===== src/rtl/fifo_param.sv =====
// fifo_param: parametrised synchronous circular-buffer FIFO.
// Registered read port, occupancy level, threshold flags, sticky errors.
module fifo_param #(
    parameter int WIDTH     = 8,
    parameter int DEPTH     = 16,
    parameter int AF_THRESH = 12,
    parameter int AE_THRESH = 2,
    localparam int LW       = $clog2(DEPTH + 1),
    localparam int PW       = $clog2(DEPTH)
) (
    input  logic             clk,
    input  logic             rst_n,
    input  logic             clear,
    input  logic             push,
    input  logic [WIDTH-1:0] I,
    input  logic             pop,
    output logic [WIDTH-1:0] P,
    output logic             P_valid,
    output logic             full,
    output logic             empty,
    output logic             almost_full,
    output logic             almost_empty,
    output logic [LW-1:0]    level,
    output logic             overflow,
    output logic             underflow
);

    logic [WIDTH-1:0] mem [DEPTH];
    logic [PW-1:0]    wr_ptr;
    logic [PW-1:0]    rd_ptr;
    logic             pop_acc;
    logic             push_acc;
    logic [PW-1:0]    wr_nxt;
    logic [PW-1:0]    rd_nxt;

    // Flags decode straight off the registered level
    assign empty        = (level == '0);
    assign full         = (level == LW'(DEPTH));
    assign almost_full  = (level >= LW'(AF_THRESH));
    assign almost_empty = (level <= LW'(AE_THRESH));

    // A pop frees a slot in the same edge, so a full FIFO may still take a push
    assign pop_acc  = pop & ~empty;
    assign push_acc = push & (~full | pop_acc);

    // Explicit wrap compare keeps non-power-of-two depths correct
    assign wr_nxt = (wr_ptr == PW'(DEPTH - 1)) ? '0 : wr_ptr + 1'b1;
    assign rd_nxt = (rd_ptr == PW'(DEPTH - 1)) ? '0 : rd_ptr + 1'b1;

    // Storage array; contents need no reset since level gates every read
    always_ff @(posedge clk) begin
        if (push_acc && !clear) begin
            mem[wr_ptr] <= I;
        end
    end

    // Pointers, occupancy, read register and sticky error flags
    always_ff @(posedge clk or negedge rst_n) begin
        if (!rst_n) begin
            wr_ptr    <= '0;
            rd_ptr    <= '0;
            level     <= '0;
            P         <= '0;
            P_valid   <= 1'b0;
            overflow  <= 1'b0;
            underflow <= 1'b0;
        end else if (clear) begin
            wr_ptr    <= '0;
            rd_ptr    <= '0;
            level     <= '0;
            P         <= '0;
            P_valid   <= 1'b0;
            overflow  <= 1'b0;
            underflow <= 1'b0;
        end else begin
            P_valid <= pop_acc;
            if (pop_acc) begin
                P      <= mem[rd_ptr];
                rd_ptr <= rd_nxt;
            end
            if (push_acc) begin
                wr_ptr <= wr_nxt;
            end
            if (push_acc && !pop_acc) begin
                level <= level + 1'b1;
            end else if (pop_acc && !push_acc) begin
                level <= level - 1'b1;
            end
            if (push && !push_acc) begin
                overflow <= 1'b1;
            end
            if (pop && !pop_acc) begin
                underflow <= 1'b1;
            end
        end
    end

endmodule


===== config.mk =====
export PLATFORM = sky130hd
export DESIGN_NAME = fifo_param
export DESIGN_NICKNAME = d
export VERILOG_FILES = /design/src/rtl/fifo_param.sv
export SDC_FILE = /design/constraint.sdc
export NUM_CORES = 1
export LEC_CHECK = 0
export CAP_MARGIN = 10
export CORE_AREA = 2 2 107 109
export DETAILED_ROUTE_END_ITERATION = 12
export DIE_AREA = 0 0 109 111
export PLACE_DENSITY_LB_ADDON = 0.3
export REMOVE_ABC_BUFFERS = 1
export SLEW_MARGIN = 10
export SYNTH_ARGS = -nofsm -noshare
export SYNTH_HDL_FRONTEND = slang
export SYNTH_SLANG_ARGS = --single-unit

===== constraint.sdc =====
create_clock -name clk -period 3.1 [get_ports clk]
set_clock_uncertainty 0.2 [all_clocks]
set_input_delay 0.31 -clock clk [delete_from_list [all_inputs] [get_ports clk]]
set_output_delay 0.31 -clock clk [all_outputs]
set_load 0.005 [all_outputs]

# Word level (Yosys, flattened, before mapping)
# Memories as Yosys holds them, arrays and structs flattened.
# Cells that the tools add are included.
[op_classes] addsub=4 reduce_logical=14 eq_ne=3 bitwise_logic=5 magnitude_cmp=2 n_mux=18
[op_table] op="$mux 4" count=6
[op_table] op="$mux 8" count=2
[op_table] op="$mux 5" count=3
[op_table] op="$add 4x1->4 const B" count=2
[op_table] op="$eq 4x4->1 const B" count=2
[op_table] op="$reduce_bool 2->1" count=4
[op_table] op="$mux 1" count=7
[op_table] op="$add 5x1->5 const B" count=1
[op_table] op="$eq 5x5->1 const B" count=1
[op_table] op="$ge 5x4->1 const B" count=1
[op_table] op="$le 5x2->1 const B" count=1
[op_table] op="$logic_and 1x1->1" count=5
[op_table] op="$logic_not 5->1" count=1
[op_table] op="$sub 5x1->5 const B" count=1
[op_table] op="$logic_not 1->1" count=3
[op_table] op="$reduce_bool 3->1" count=1
[op_table] op="$and 1x1->1" count=2
[op_table] op="$not 1->1" count=2
[op_table] op="$or 1x1->1" count=1
[word_totals] elab_cells=54 mem_bits_rw=128 mem_count=1 inputBits=13 output_inout_bits=20 reg_bits=24
[memory_table] memory="mem" depth=16 width=8 rd=1 rd_clocked_by_memory_dff=0 wr=1 line_no="28" rtl="logic [WIDTH-1:0] mem [DEPTH];"

# Logic depth before layout (Yosys ltp)
# Gate-level depths: netlist of the first run.
[logic_depth] word_depth=10 depth_mapped=8 depth_no_buf=7

# Least setup slack after synthesis of the first run
# OpenSTA, ideal clock, no wires.
[synth_path] path_type="register to register" startpoint="register level[0]" endpoint="register level[4]" period_less_slack_ps=2784 t_required_ps=2829 n_path_buf=0 path_stages_with_launch=8 path_slack_ps=316 setup_time_ps=71 arrival_time_ps=2513 cell_sequence="dfrtp_1 > nor4_1 > mux2i_1 > fa_1 > a21o_1 > a21oi_1 > or4_1 > nand4_1"
[synth_via] elab_chain_len=8 elab_cells_between_ends=17 cone_classes="2 x add/sub; 1 x eq/ne; 3 x mux; 5 x bitwise; 6 x reduce/logical"
[synth_lines] item="from (decl)" line_no="23" rtl="output logic [LW-1:0] level,"
[synth_lines] item="from (signal assigned)" line_no="85" rtl="level <= level + 1'b1;"
[synth_lines] item="from (signal assigned)" line_no="87" rtl="level <= level - 1'b1;"
[synth_lines] item="parallel branches: the longest is 8 deep, another holds $sub 5x1->5"
# Parallel ways; which one is timed is not known. The select of a mux whose other input is x is not followed.
# A chain may end at the register's enable or synchronous reset.

# Worst setup path after layout of the first run
[layout_path] startpoint="register level[1]" endpoint="output port empty"
[layout_via] elab_chain_len=1
[layout_lines] item="$logic_not 5->1" line_no="37" rtl="assign empty = (level == '0);"
[layout_lines] item="to (decl)" line_no="20" rtl="output logic empty,"
# Every way passes these cells.

==> results.yml, run 1 <==
detailed_routing:
  drt-total-wl_um: 12500
  wl_met2_um: 6440
  routed-via-count: 3359
  vias_per_cell: 6.07
  wl_met1_um: 5110
  met3_length_um: 772
  drt_iter0_markers: 239
  top_layer: "met4"
  post_drt_wl_per_cell_um: 22.7
  ant_nets: 0
  first_pass_iters: 4
  route.detailed.drc: 0
hold_path:
  hold_path.class: "input port to async pin"
final_layout:
  layout-drive-gt1-share_pct: 21.7
  fillers: 733
  multi_input_area_sq_um: 1740
  instances_no_fill: 553
  antenna_cells: 0
  ff_latch_area_sq_um: 4450
  flow.area_growth_from_synthesis_pct: 17.4
  fin_util_pct: 66.9
  nets: 420
setup_path:
  arrival_ps: 2320
  cpPeakStageDelay_ps: 720
  required_ps: 2590
  cp_top_family: "simple AND/OR/NAND/NOR gates"
  r2r_start: "level[1]"
  rrSetupSlack_ps: 280
  end_kind: "primary output"
  cp_num_buf_inv: 1
  crit_chain: "or4_1 -> nor2_1 -> clkdlybuf4s50_1"
  worstSetupStartpoint: "level[1]"
  crit_slowest_cell: "or4_1"
  path_max_fanout: 7
  crit_type: "register to primary output"
  start_kind: "register"
synthesis:
  ys_ff_latch: 152
  synthTopCellsByCount: "edfxtp_1 (128), mux4_2 (32), dfrtp_1 (24), nor2_1 (22), mux2i_1 (20)"
  synth.top_cell.area_share_pct: 60.9
  syn_area_per_cell_sq_um: 18.0
  yosys_most_used_dff: "edfxtp_1"
  ys_seq_area_share_pct: 70.4
  synth.most_common_cell: "edfxtp_1"
  synth_area_leaders: "edfxtp_1 (61%), mux4_2 (11%), dfrtp_1 (9.5%), mux2i_1 (3.2%), ha_1 (1.8%)"
  ys_types: 40
  synthCells: 350
  ys_async_sr_fraction_pct: 15.8
  syn_area_sq_um: 6310
  synth_edf_count: 128
  synth.yosys.warnings: 0
  synth_largest_area_cell: "edfxtp_1"
clocking:
  tritoncts: "built"
  cts_max_level: 4
  clock_path_buffers: 2
  clock-sinks: 152
  clkSlewWorstSetupHoldPaths_ps: 70
  insertion_delay_ps: 420
  ctsHoldBuffers: 0
  cts_made_buffers: 17
  root_buffer: "clkbuf_16"
global_route:
  overflow: 0
  gr-usage-all-layers_pct: 22.8
  grt_pass1_wl_um: 19800
  grt_max_degree: 37
  grt_pass1_vias: 3520
  antenna_found_initial: 0
pwr:
  leakage_nw: 2.49
  power_w: 0.00542
  power_density_nw_per_um2: 731
  vdd_drop_max_mv: 0.416
die:
  die_area_sq_um: 12100
  placementRows: 39
  start_util_pct: 57.0
  die_x_um: 109
  fp.dieH_um: 111
  boundaryPins: 33
  core_area_sq_um: 11100
timing:
  finalHoldViolCount: 0
  fmax_mhz: 353
  final.min_clock_period_ps: 2830
  drv_slew: 0
  rsz0062_at_grt: "no"
  fin_crit_sh_pct: 91.4
  relSlewSlack_pct: 21.9
  tightest_slew_ps: 1170
  setup-tns-final_ps: 0
  setup_viol: 0
place:
  dp.cells: 521
  dp_hpwl_um: 7520
  place_congestion: 0.786
  io_buffers: 32
run_status:
  status: "complete, no violations"
flow_run:
  max_cap_violations: 0
[worst reg2reg max path, delay by kind of cell, from the launching register on]
family / cells / cell delay [ps]
AOI/OAI and AO/OA: 2 / 230
adders and majority gates: 1 / 320
DFF: 1 / 470
muxes: 1 / 460
and+or+nand+nor: 3 / 1070
[cell families after synthesis]
family                     count (synthesis)  synth area share [%]
AOI/OAI and AO/OA                         40                  4.86
adders and majority gates                 10                  2.10
and+or+nand+nor                           63                  4.80
buffers and inverters                     27                  1.98
xor gates and xnor gates                   2                 0.278
muxes                                     56                  15.5
DFF                                      152                  70.4
[final cells by class]
class	count	share of cell area, %
inverter	6	0.304
multi-input combinational	171	23.6
tap	143	2.42
sequential	152	60.0
clock inverter	15	1.91
timing repair buffer	49	6.05
clock buffer	17	5.74
[timing repair]
item,in CTS,in global routing
endpoints found under the setup margin,0,1
setup buffers,0,0
gates resized for setup,0,1
[metal layers]
metal / vias to the layer above / global-route usage [%]
met3: 18 / 5.70
met5: - / 0
met4: 0 / 8.89
met2: 121 / 35.4
li1: 1496 / -
met1: 1724 / 31.3
[worst paths after layout]
path / depth (start not counted) / to
min: 2 / P[2]
min in group clk: 2 / overflow
min reg2reg: 2 / overflow
max in group asynchronous: 2 / rd_ptr[0]
max reg2reg: 7 / level[4]
max: 3 / empty
[cells in the final DEF, fill, tap and decap left out, types with 9 or more instances in the layout]
cell type / n
nand2_1: 9
clkdlybuf4s50_1: 32
dfrtp_1: 23
clkbuf_16: 17
ha_1: 9
a21oi_1: 13
mux2i_1: 19
nand3_1: 11
mux4_2: 32
buf_4: 17
edfxtp_1: 128
nor2_1: 22
[state kept, by name (all words and copies together), names as in the netlist]
signal     cells
overflow       1
underflow      1
wr_ptr         4
rd_ptr         4
P_valid        1
level          5
P              8
mem          128
[power by group]
part           internal, W  total [W]  switching [W]
clock              0.00112    0.00198       0.000859
combinational     0.000556    0.00101       0.000450
sequential         0.00230    0.00243       0.000132
total              0.00397    0.00542        0.00144
[stage by stage]
step	cell area [sq um]	hold WS, ps	setup WS, ps
after global placement	6840	278	343
after floorplan	6210	-186	316
after detailed placement	6840	292	226
final	7410	51.9	266
after global routing	7410	89.8	99.8
after CTS	7400	52.6	215
No activity file was read; power rests on OpenSTA's default activity.
==> run 2, diff against run 1 <==
Settings changed: CTS_CLUSTER_SIZE from default to 14.
==> results of run 2 <==
No change in the layout: final DEF, timing and power equal those of run 1.
